**config.mk**
```make
export PLATFORM = sky130hd
export DESIGN_NAME = rfile_host
export DESIGN_NICKNAME = d
export VERILOG_FILES = /design/src/rtl/rfile_host.sv
export SDC_FILE = /design/constraint.sdc
export NUM_CORES = 1
export LEC_CHECK = 0
export ABC_AREA = 1
export ABC_CLOCK_PERIOD_IN_PS = 1700
export BUFFER_PORTS_ARGS = -buffer_cell sky130_fd_sc_hd__buf_2
export CAP_MARGIN = 20
export CORE_ASPECT_RATIO = 0.5
export CORE_MARGIN = 8
export CORE_UTILIZATION = 40
export DETAILED_ROUTE_END_ITERATION = 6
export PLACE_DENSITY_LB_ADDON = 0.3
export SETUP_SLACK_MARGIN = 0.5
export SKIP_CTS_REPAIR_TIMING = 1
export SLEW_MARGIN = 20
export SYNTH_ARGS = -nofsm -noshare
export SYNTH_HDL_FRONTEND = slang
export SYNTH_SLANG_ARGS = --single-unit
```
**constraint.sdc**
```tcl
create_clock -name clk -period 1.7 [get_ports clk]
set_input_delay 0 -clock clk [delete_from_list [all_inputs] [get_ports clk]]
set_output_delay 0 -clock clk [all_outputs]
set_load 0.01 [all_outputs]
```
**src/rtl/rfile_host.sv**
```systemverilog
// rfile_host: host-side initiator for the RSSI localization engine (RFILE).
//
// Streams 16-word job records from a job memory into the engine's anchor,
// RSSI and reference-value inputs, and writes every (xt, yt) result to a
// result memory in job order.
//
// Ports:
//   clk, rst_n            clock (rising edge), asynchronous active-low reset
//   start, job_cnt        batch start pulse and job count (0..2^JOB_W)
//   mem_rd, mem_addr      job memory read strobe and {job, word} address
//   mem_rdata             read data, valid the cycle after mem_rd
//   A_x..C_y              anchor coordinates to the engine (8 bit)
//   rssiA..rssiC          RSSI values to the engine (20 bit)
//   valueA..valueC        reference values to the engine (16 bit)
//   busy                  engine busy, monitored only
//   out_valid, xt, yt     engine result pulse and result
//   res_we, res_addr,     result write strobe, job index and {xt, yt}
//   res_data
//   host_busy, done       batch in progress, end-of-batch pulse
//
// Handshakes: none of the interfaces carry a ready. mem_rd is a request the
// memory always accepts; the word returns exactly one cycle later. out_valid
// is a one-cycle pulse from the engine that must be acted on at that edge;
// res_we is a one-cycle write the result memory always accepts.
//
// Job inputs are double-buffered: a shadow set is fetched while the engine
// works on the active set, and the shadow is promoted to the engine outputs
// on an out_valid edge, so the engine sees the next job from its RECV cycle.
module rfile_host #(
  parameter int JOB_W = 4
) (
  input  logic              clk,
  input  logic              rst_n,
  input  logic              start,
  input  logic [JOB_W:0]    job_cnt,
  output logic              mem_rd,
  output logic [JOB_W+3:0]  mem_addr,
  input  logic [19:0]       mem_rdata,
  output logic [7:0]        A_x,
  output logic [7:0]        A_y,
  output logic [7:0]        B_x,
  output logic [7:0]        B_y,
  output logic [7:0]        C_x,
  output logic [7:0]        C_y,
  output logic [19:0]       rssiA,
  output logic [19:0]       rssiB,
  output logic [19:0]       rssiC,
  output logic [15:0]       valueA,
  output logic [15:0]       valueB,
  output logic [15:0]       valueC,
  input  logic              busy,
  input  logic              out_valid,
  input  logic [7:0]        xt,
  input  logic [7:0]        yt,
  output logic              res_we,
  output logic [JOB_W-1:0]  res_addr,
  output logic [15:0]       res_data,
  output logic              host_busy,
  output logic              done
);

  typedef enum logic [1:0] {S_IDLE, S_FETCH, S_HOLD, S_DRAIN} state_t;
  state_t state, state_nx;

  logic [JOB_W:0]   job_cnt_q;
  logic [JOB_W-1:0] fetch_idx;
  logic [JOB_W-1:0] active_idx;
  logic [3:0]       rd_cnt;      // next word to request, 12 = all requested
  logic             pend_vld;    // a read issued last cycle lands now
  logic [3:0]       pend_word;
  logic             shadow_full;
  logic             active_valid;

  logic [7:0]  sh_ax, sh_ay, sh_bx, sh_by, sh_cx, sh_cy;
  logic [19:0] sh_ra, sh_rb, sh_rc;
  logic [15:0] sh_va, sh_vb, sh_vc;

  logic start_ok, last_land, more_jobs, refetch, last_write;

  // The engine busy flag plays no part in control.
  logic unused_ok;
  assign unused_ok = &{1'b0, busy};

  assign start_ok   = start && !host_busy && (state == S_IDLE);
  assign last_land  = pend_vld && (pend_word == 4'd11);
  assign more_jobs  = ({1'b0, fetch_idx} + (JOB_W+1)'(1)) < job_cnt_q;
  assign refetch    = (state == S_HOLD) && !shadow_full && more_jobs;
  assign last_write = res_we && host_busy &&
                      ({1'b0, res_addr} == (job_cnt_q - (JOB_W+1)'(1)));

  assign mem_rd   = (state == S_FETCH) && (rd_cnt < 4'd12);
  assign mem_addr = mem_rd ? {fetch_idx, rd_cnt} : '0;

  always_ff @(posedge clk or negedge rst_n) begin
    if (!rst_n) state <= S_IDLE;
    else        state <= state_nx;
  end

  always_comb begin
    state_nx = state;
    case (state)
      S_IDLE:  if (start_ok && (job_cnt != '0)) state_nx = S_FETCH;
      S_FETCH: if (last_land) state_nx = S_HOLD;
      S_HOLD:  if (!shadow_full) state_nx = more_jobs ? S_FETCH : S_DRAIN;
      S_DRAIN: if (last_write) state_nx = S_IDLE;
      default: state_nx = S_IDLE;
    endcase
    if (last_write) state_nx = S_IDLE;
  end

  always_ff @(posedge clk or negedge rst_n) begin
    if (!rst_n) begin
      job_cnt_q <= '0; fetch_idx <= '0; active_idx <= '0; rd_cnt <= '0;
      pend_vld <= 1'b0; pend_word <= '0;
      shadow_full <= 1'b0; active_valid <= 1'b0;
      sh_ax <= '0; sh_ay <= '0; sh_bx <= '0; sh_by <= '0; sh_cx <= '0; sh_cy <= '0;
      sh_ra <= '0; sh_rb <= '0; sh_rc <= '0; sh_va <= '0; sh_vb <= '0; sh_vc <= '0;
      A_x <= '0; A_y <= '0; B_x <= '0; B_y <= '0; C_x <= '0; C_y <= '0;
      rssiA <= '0; rssiB <= '0; rssiC <= '0;
      valueA <= '0; valueB <= '0; valueC <= '0;
      res_we <= 1'b0; res_addr <= '0; res_data <= '0;
      host_busy <= 1'b0; done <= 1'b0;
    end else begin
      done      <= 1'b0;
      res_we    <= 1'b0;
      pend_vld  <= mem_rd;
      pend_word <= rd_cnt;
      if (mem_rd) rd_cnt <= rd_cnt + 4'd1;

      if (start_ok) begin
        job_cnt_q <= job_cnt;
        fetch_idx <= '0;
        rd_cnt    <= '0;
        if (job_cnt == '0) done <= 1'b1;
        else               host_busy <= 1'b1;
      end

      if (refetch) begin
        fetch_idx <= fetch_idx + (JOB_W)'(1);
        rd_cnt    <= '0;
      end

      if (pend_vld) begin
        case (pend_word)
          4'd0:    sh_ax <= mem_rdata[7:0];
          4'd1:    sh_ay <= mem_rdata[7:0];
          4'd2:    sh_bx <= mem_rdata[7:0];
          4'd3:    sh_by <= mem_rdata[7:0];
          4'd4:    sh_cx <= mem_rdata[7:0];
          4'd5:    sh_cy <= mem_rdata[7:0];
          4'd6:    sh_ra <= mem_rdata;
          4'd7:    sh_rb <= mem_rdata;
          4'd8:    sh_rc <= mem_rdata;
          4'd9:    sh_va <= mem_rdata[15:0];
          4'd10:   sh_vb <= mem_rdata[15:0];
          4'd11:   sh_vc <= mem_rdata[15:0];
          default: ;
        endcase
      end

      // Result capture first, then promotion. shadow_full is only set after
      // word 11 has landed, so a partially written shadow is never promoted.
      if (out_valid) begin
        if (active_valid) begin
          res_we   <= 1'b1;
          res_addr <= active_idx;
          res_data <= {xt, yt};
        end
        if (shadow_full) begin
          A_x <= sh_ax; A_y <= sh_ay; B_x <= sh_bx; B_y <= sh_by;
          C_x <= sh_cx; C_y <= sh_cy;
          rssiA <= sh_ra; rssiB <= sh_rb; rssiC <= sh_rc;
          valueA <= sh_va; valueB <= sh_vb; valueC <= sh_vc;
          active_idx   <= fetch_idx;
          active_valid <= 1'b1;
          shadow_full  <= 1'b0;
        end else begin
          // Engine reruns on held inputs; that result must be dropped.
          active_valid <= 1'b0;
        end
      end

      if (last_land) shadow_full <= 1'b1;

      if (last_write) begin
        done      <= 1'b1;
        host_busy <= 1'b0;
      end
    end
  end

endmodule

```
# [Yosys cells after proc, flatten, opt, wreduce, memory -nomap -nowiden]
# Index checks and enable logic that the tools add are counted.
[totals] register_bits=361 in_bits=46 output_inout_bits=188 elab_cells=122
[classes] n_lt_le_gt_ge=2 n_reduce_logical=35 mux=23 n_addsub=4 n_eq_ne=20
[op_table] operator="2-bit AND reduction" count=15
[op_table] operator="4-bit two-way mux" count=5
[op_table] operator="4-bit by 3-bit == test with 1-bit output (second input constant)" count=4
[op_table] operator="4-bit == test (second input constant)" count=4
[op_table] operator="1-bit two-way mux" count=11
[op_table] operator="2-bit two-way mux" count=5
[op_table] operator="1-bit logical AND" count=9
[op_table] operator="4-bit by 1-bit adder with 4-bit output (second input constant)" count=2
[op_table] operator="4-bit by 2-bit == test with 1-bit output (second input constant)" count=2
[op_table] operator="8-bit two-way mux" count=1
[op_table] operator="3-bit inequality test (second input constant)" count=2
[op_table] operator="2-bit one-hot mux with 3 select lines" count=1
[op_table] operator="2-bit nonzero test" count=3
[op_table] operator="4-bit by 1-bit adder with 5-bit output (second input constant)" count=1
[op_table] operator="4-bit by 5-bit == test with 1-bit output" count=1
[op_table] operator="5-bit zero test" count=1
[op_table] operator="5-bit < comparator" count=1
[op_table] operator="5-bit nonzero test" count=1
[op_table] operator="5-bit by 1-bit subtractor with 5-bit output (second input constant)" count=1
[op_table] operator="2-bit == test (second input constant)" count=2
[op_table] operator="4-bit by 1-bit == test with 1-bit output (second input constant)" count=1
[op_table] operator="4-bit zero test" count=1
[op_table] operator="4-bit < comparator (second input constant)" count=1
[op_table] operator="2-bit inequality test (second input constant)" count=2
[op_table] operator="other kinds (6)" count=7

# [Logic depth before layout (Yosys ltp)]
# Gate-level depths: netlist of the first run.
[depth] depth_word=7 ltp_mapped=12 ltp_nobuf=12

# [Least setup slack after synthesis of the first run]
# No wires, ideal clock.
[synth_path] path_type="register to register" from="register fetch_idx[0]" to="register fetch_idx[3]" required_time_ps=1572 period_less_slack_ps=1881 path_buffers=0 slack_ps=-181 arrival_time_ps=1754 path_stages_with_launch=12 setup_time_ps=128 cell_sequence="dfrtp_1 -> ha_1 -> xor2_1 -> ha_1 -> nand2_1 -> nand2_1 -> nand2_1 -> nand3_1 -> nor2_1 -> inv_1 -> nand2_1 -> o21ai_0"
[synth_via] elab_chain_cells=4 elab_cells_between_ends=6 cone_classes="add/sub (2); order compare (1); mux (1); reduce/logical (2)"
[synth_lines] element="from (decl)" line_no="66" source="logic [JOB_W-1:0] fetch_idx;"
[synth_lines] element="from (signal assigned)" line_no="139" source="fetch_idx <= fetch_idx + (JOB_W)'(1);"
[synth_lines] element="4-bit by 1-bit adder with 5-bit output" line_no="86" source="assign more_jobs = ({1'b0, fetch_idx} + (JOB_W+1)'(1)) < job_cnt_q;"
[synth_lines] element="5-bit < comparator" line_no="86"
[synth_lines] element="1-bit logical AND" line_no="87" source="assign refetch = (state == S_HOLD) && !shadow_full && more_jobs;"
[synth_lines] element="4-bit two-way mux / 2-bit nonzero test (equally long branches)"
# Parallel ways exist; a longest one is shown, timed or not.
# A chain may end at the register's enable or synchronous reset.

# [Worst setup path after layout of the first run]
[layout_path] from="register state[1]" to="output mem_addr[5]"
[layout_via] elab_chain_cells=3
[layout_lines] element="from (decl)" line_no="63" source="state_t state, state_nx;"
[layout_lines] element="from (signal assigned)" line_no="96" source="else state <= state_nx;"
[layout_lines] element="2-bit by 1-bit == test with 1-bit output" line_no="91" source="assign mem_rd = (state == S_FETCH) && (rd_cnt < 4'd12);"
[layout_lines] element="1-bit logical AND" line_no="91"
[layout_lines] element="8-bit two-way mux" line_no="92" source="assign mem_addr = mem_rd ? {fetch_idx, rd_cnt} : '0;"
[layout_lines] element="to (decl)" line_no="37" source="output logic [JOB_W+3:0] mem_addr,"
# No other way between the ends.

==> results of run 1 <==
## registers in the layout, indices dropped and copies added (netlist names), 16 cells and up
name / count
rssiB: 20
rssiA: 20
valueC: 16
res_data: 16
rssiC: 20
valueA: 16
sh_rc: 20
valueB: 16
sh_va: 16
sh_vb: 16
sh_rb: 20
sh_vc: 16
sh_ra: 20
## power breakdown
group / switching, mW / total [mW] / internal, mW / leakage, nW
clock: 3.36 / 7.39 / 4.04 / 0.512
sequential: 2.54 / 15.1 / 12.5 / 4.07
combinational: 6.57 / 12.4 / 5.81 / 5.71
total: 12.5 / 34.8 / 22.4 / 10.3
## Yosys cell counts (3+ instances only)
library cell and number:
dfrtp_1 361, nand2_1 353, o21ai_0 261, inv_1 144
mux2_2 57, nor2_1 34, buf_2 31, clkbuf_1 23
a21oi_1 16, nand3_1 15, ha_1 12, nor2_2 7
buf_4 5, inv_2 3, nand4_1 3, xor2_1 3
## cells in the final DEF (no fill, tap or decap), drive strengths merged
cell type	instances
buf	335
o21a	1
nand2	356
clkbuf	77
clkinv	9
nand3b	1
nor3	3
nor2	42
nand3	16
inv	145
dfrtp	361
mux2	58
a21oi	17
o21ai	261
xor2	3
nand4	3
or2	1
ha	12
clkinvlp	5
a31oi	1
dlygate4sd3	43
## final cells by class
cell class	instances	area, sq um	area share
inverters	147	579.3	0.02842
repair inverters	3	28.78	0.001412
flip-flops and latches	361	9041	0.4435
multi-input cells	775	5492	0.2694
repair buffers	406	3631	0.1781
well taps	450	563.0	0.02762
clock inverters	9	72.57	0.003560
clock buffers	49	978.4	0.04800
## routing by layer
| metal | share of wire | routed length [microns] |
|---|---|---|
| met5 | 0 | 0 |
| met4 | 0.023 | 1008 |
| met3 | 0.051 | 2254 |
| met2 | 0.51 | 22480 |
| met1 | 0.42 | 18490 |
## metrics by stage
step	hold slack [ns]	setup WS [ns]	total power [mW]	setup TNS, ns
final	-0.03823	-0.1790	34.83	-1.640
after global routing	0.01147	-0.2738	36.94	-3.637
after CTS	-0.6001	-0.2603	31.74	-3.002
after detailed placement	-0.03599	-0.1246	24.28	-0.8727
after global placement	-0.04109	-0.09123	23.96	-0.6287
after floorplan	-0.2956	-0.02708	19.71	-0.1559
## path summary, 6_finish.rpt
kind	startpoint	slack, ns	to
worst max-delay path	state[1]	-0.18	mem_addr[5]
worst min-delay path	out_valid	-0.04	shadow_full
worst max register to register	fetch_idx[2]	-0.10	fetch_idx[0]
worst min register to register	res_data[12]	0.47	res_data[12]
max in group asynchronous	rst_n	0.98	C_x[6]
min in group asynchronous	rst_n	0.02	sh_vb[7]
## cell families after synthesis
| kind of cell | after synthesis |
|---|---|
| buffers and inverters | 207 |
| adders and majority gates | 12 |
| AOI/OAI and AO/OA | 280 |
| xor gates and xnor gates | 3 |
| muxes | 58 |
| DFF | 361 |
| and+or+nand+nor | 419 |
## worst reg2reg max path, stage by stage, from the launching register on
cell	delay [ns]
dfrtp_1	0.43
nand3_1	0.16
xor2_2	0.19
ha_1	0.29
nand2_1	0.06
nor2_1	0.10
nand2_1	0.06
nand3_2	0.09
nor2_4	0.04
buf_4	0.14
nand2_1	0.07
o21ai_2	0.05
==> metrics.cfg, run 1 <==
[outcome]
outcome=finished with violations
violations=negative hold slack, negative setup slack

[synthesis]
synth_ff_type=dfrtp_1
synth_area_leaders=dfrtp_1 66%, nand2_1 9.6%, o21ai_0 9.5%
synth_edf_count=0
synth_top_area_frac=0.6565
yosysTopAreaCell=dfrtp_1
synth_xor_area_frac=0.001910
synth_compound_area_frac=0.1024
netlist_instances=1340
ys_warn_count=0
synth_area_sq_um=13760
synth-seq-area-share=0.6565
ys_types=27
avgSynthCellArea_sq_um=10.27
synth_simple_gate_area_share=0.1193
ys_ff_latch=361
synth-adder-area-share=0.01091
async_flop_share=1.000
synthesis.nets=1398
muxShareOfSynthArea=0.04774
synth_top_family_by_area=simple AND/OR/NAND/NOR gates

[grt]
grt_util_met3=0.03610
grt-ovfl-total=0
grt_use_met1=0.2219
grt_max_degree=141
grt_use_met2=0.2952
antenna_found_initial=0
grt_pass1_vias=9505
grtUsageTotal=0.1723
grt_pass1_wl_mm=56.11
busiest_layer=met2

[power_and_ir_drop]
vdd_drop_max_v=0.0006566
leakage_nw=10.29
p_per_area_nw_per_um2=1709

[detailed_routing]
vias=10990
drt_iter0_markers=790
drc_errors=0
viasPerCell=4.996
first_pass_iters=5
ant_nets=0
wl_mm=44.23
wl_per_cell_microns=20.11

[setup_path]
crit_type=reg -> out
cp.depth=7
slowest_stage=dfrtp_1
crit_required_ns=1.70
endpoint_kind=output pin
critical_path_buf_inv_count=4
path_cells=inv_2 > ha_4 > inv_4 > a21oi_4 > clkinv_4 > nor2_2 > buf_2
worstPathMaxFanout=7
startpoint_type=register
reg2reg_depth=11
cp.arrival_ns=1.88
critPathMaxStageDelay_ns=0.41
crit_family=buffers and inverters

[worst_hold_path]
min_path_type=in -> reg
whs_path_depth=2

[sta]
worst_pin_slew_ns=0.5941
rsz0062_at_grt=true
fin_ws_ns=-0.1790
fin_crit_sh=1.105
fmax_mhz=532.2
hold_viol=2
period_needed_ns=1.879
maxSlewHeadroom=0.6035
timing.hold.ws_ns=-0.03823
fin_skew_ns=0.02731
setup_viol=18
slew_violations=0

[floorplan]
core_area_sq_um=34170
die-area_sq_um=40950
ios=234
initial_core_util=0.4026
die_w_microns=278.3
row_count=48
fp.dieH_microns=147.1

[placed_design]
hpwlAfterDp_mm=25.17
dp.cells=2004
io_buffers=232
placed_cell_area_sq_um=15780
place.gp.congestion=0.7978

[job]
maxCapViolCount=0

[clock_tree]
clock-sinks=361
clock_latency_ns=0.54
cts_root_buf=clkbuf_16
ctsHtreeMaxLevel=2
cts_tree=yes
cts_buffers=35
clkTransAtPathRegs_ns=0.07
clockBufferDepth=3

[finish]
area_growth_pct=48.16
layoutNonFillerInstCount=2200
final_area_sq_um=20390
finish.utilization=0.5966
drive_gt1_frac=0.4406
nets=1787
diodes=0
nFillCells=2695

Note: power is estimated with default switching activity, not from simulation.
==> inputs of run 2 (changes only) <==
Settings changed: ABC_AREA 1 to unset, HOLD_SLACK_MARGIN set to 0.08.
==> run 2 against run 1 <==
  * Die area increased by 0.69%
  * The run ends with negative setup slack left
  * Synthesized cell count decreased by 36%
  * Maximum frequency decreased by 8.0%
  * Via count decreased by 22%
  * Synthesized area increased by 0.75%
  * Sequential share of layout area increased by 0.73 points
  * Count of clock-buffer cells in the layout increased by 8
  * Power decreased by 28%
  * Non-clock buffer count decreased by 36
  * Routed wire length decreased by 13%
  * Sequential cell count unchanged
  * Sequential power decreased by 25%
==> metrics.cfg, run 2 <==
[synthesis]
synth_ff_type=dfrtp_1
yosys.cell_count.top_type=dfrtp_1
synth-adder-area-share=0.01083  ; -0.00008076
netlist_instances=863  ; -36%
synth_compound_area_frac=0.01255  ; -0.08985
muxShareOfSynthArea=0.2777  ; +0.2300
synth_edf_count=0  ; unchanged
synthesis.nets=921  ; -34%
synth-seq-area-share=0.6517  ; -0.004859
synth_area_leaders=dfrtp_1 65%, mux2_2 26%, mux2_1 1.6%
synth_top_family_by_area=multiplexers
synth_top_area_frac=0.6517  ; -0.004859
avgSynthCellArea_sq_um=16.06  ; +56%
synth_xor_area_frac=0.003791  ; +0.001881
ys_ff_latch=361  ; unchanged
async_flop_share=1.000  ; unchanged
synth_common_cells=361 x dfrtp_1, 321 x mux2_2, 20 x buf_2, 20 x mux2_1, 14 x clkbuf_1
ys_warn_count=0  ; unchanged
ys_types=41  ; +52%
synth_simple_gate_area_share=0.02618  ; -0.09313
yosysTopAreaCell=dfrtp_1
synth_area_sq_um=13860  ; +0.75%

[setup_path]
crit_required_ns=2.11  ; +0.41 ns
startpoint_type=register
cp.arrival_ns=2.45  ; +0.57 ns
worstPathMaxFanout=4  ; -3
crit_type=reg -> reg
endpoint_kind=register

[clock_tree]
cts_buffers=36  ; +2.9%
clockBufferDepth=3  ; unchanged
clock_latency_ns=0.52  ; -0.02 ns
cts_root_buf=clkbuf_16
ctsHtreeMaxLevel=2  ; unchanged
clkTransAtPathRegs_ns=0.06  ; about the same
clock-sinks=361  ; unchanged
cts_tree=yes

[sta]
fmax_mhz=489.4  ; -8.0%
fin_ws_ns=-0.3434  ; -0.1644 ns
fin_skew_ns=0.01204  ; -0.01526 ns
worst_pin_slew_ns=0.6860  ; +0.09185 ns
period_needed_ns=2.043  ; +0.1644 ns
slew_violations=0  ; unchanged
finalSetupTns_ns=-3.555  ; -1.915 ns
setup_viol=18  ; unchanged
maxSlewHeadroom=0.5427  ; -0.06080
hold_viol=0  ; -2
fin_crit_sh=1.202  ; +0.09670
rsz0062_at_grt=true

[finish]
nets=1296  ; -27%
layout_commonest_cell=dfrtp_1
layout_common_cells=356 x dfrtp_1, 297 x mux2_4, 224 x buf_2
area_growth_pct=44.69
drive_gt1_frac=0.6263  ; +0.1857
nFillCells=2587  ; -4.0%
finish.utilization=0.5849  ; -0.01169
multiInputGateArea_sq_um=6145  ; +12%
regArea_sq_um=9042  ; about the same
diodes=0  ; unchanged

[detailed_routing]
vias=8578  ; -22%
ant_nets=0  ; unchanged
viasPerCell=4.936  ; -1.2%
drc_errors=0  ; unchanged
wl_mm=38.33  ; -13%
first_pass_iters=4  ; -1
wl_per_cell_microns=22.06  ; +9.7%
drt_iter0_markers=359  ; -55%

[grt]
grt-ovfl-total=0  ; unchanged
grtUsageTotal=0.1618  ; -0.01043
antenna_found_initial=0  ; unchanged
grt_pass1_wl_mm=53.26  ; -5.1%
grt_pass1_vias=9024  ; -5.1%
grt_max_degree=72  ; -49%

[placed_design]
io_buffers=232  ; unchanged
hpwlAfterDp_mm=23.04  ; -8.5%
place.gp.congestion=0.8024  ; +0.58%

[power_and_ir_drop]
leakage_nw=10.57  ; +2.8%
p_seq_frac=0.453  ; +0.021
p_per_area_nw_per_um2=1243  ; -27%
pwr-share-clk=0.314  ; +0.102
pwr-share-comb=0.233  ; -0.122
p_int_mw=18.25  ; -18%
netSwitchingFraction=0.2679  ; -0.09022
vdd_drop_max_v=0.0006924  ; +5.4%
p_switching_mw=6.680  ; -46%

[job]
maxCapViolCount=0  ; unchanged

[outcome]
violations=negative setup slack
outcome=finished with violations

[floorplan]
die-area_sq_um=41230  ; +0.69%
row_count=48  ; unchanged
initial_core_util=0.4042  ; +0.001582
ios=234  ; unchanged
fp.dieH_microns=147.6  ; +0.33%
core_area_sq_um=34290  ; +0.35%
die_w_microns=279.3  ; +0.35%

[worst_hold_path]
min_path_type=in -> async

==> run 2: through the flow <==
stage | cell area (sq um) | power (mW) | hold WS, ns | cells | worst slack, ns
detailed placement | 16950 | 16.06 | -0.02733 | 1576 | -0.3525
finish | 20060 | 24.93 | 0.009464 | 1738 | -0.3434
global route | 20060 | 26.10 | 0.04155 | 1738 | -0.4161
global placement | 16950 | 15.81 | -0.02888 | 1576 | -0.2518
CTS | 18100 | 23.97 | -0.5863 | 1639 | -0.3740
floorplan | 15040 | 14.35 | -0.2956 | 863 | -0.2255
==> run 2: worst max-delay path: stages (launching register included) <==
cell and delay [ns]:
dfrtp_1 0.39, ha_2 0.21, nand2b_4 0.16, nand2_2 0.08
ha_4 0.19, a211o_1 0.28, a31oi_4 0.22, o211ai_2 0.16
a31o_2 0.24
==> run 2: per-layer routing <==
metal | vias to the layer above | part of all wire | wire length, microns | global-route usage
met5 | - | 0 | 0 | 0
met4 | 0 | 0.018 | 707 | 0.04440
met3 | 55 | 0.037 | 1412 | 0.03179
met2 | 139 | 0.52 | 19850 | 0.2961
met1 | 4565 | 0.43 | 16360 | 0.1934
li1 | 3819 | - | - | -
==> run 2: path summary, 6_finish.rpt <==
path,start,end,slack [ns],cells past startpoint
max,fetch_idx[1],fetch_idx[2],-0.34,8
min,rst_n,C_x[0],0.009,2
max reg2reg,fetch_idx[1],fetch_idx[2],-0.34,8
min reg2reg,rd_cnt[1],pend_word[1],0.47,0
max in group asynchronous,rst_n,sh_ra[17],0.94,3
min in group clk,out_valid,active_valid,0.08,2
==> run 2: kinds of logic after synthesis <==
logic type      after synthesis
fa+ha+maj                    12
compound gates               26
mux                         342
flops                       361
simple gates                 61
buf+inv                      55
xor+xnor                      6
==> run 2: layout make-up <==
cell class,count,area share
sequential,361,0.4508
multi-input combinational,456,0.3064
timing repair buffer,370,0.1535
clock buffer,57,0.05440
tap,475,0.02963
clock inverter,6,0.002870
inverter,13,0.002433
==> run 2: power groups by stage <==
stage	sequential, mW	clock (mW)	combinational [mW]
floorplan	11.1	0	3.22
global placement	11.2	0	4.61
detailed placement	11.3	0	4.75
CTS	11.2	8.02	4.78
global route	11.5	8.39	6.26
finish	11.3	7.83	5.81
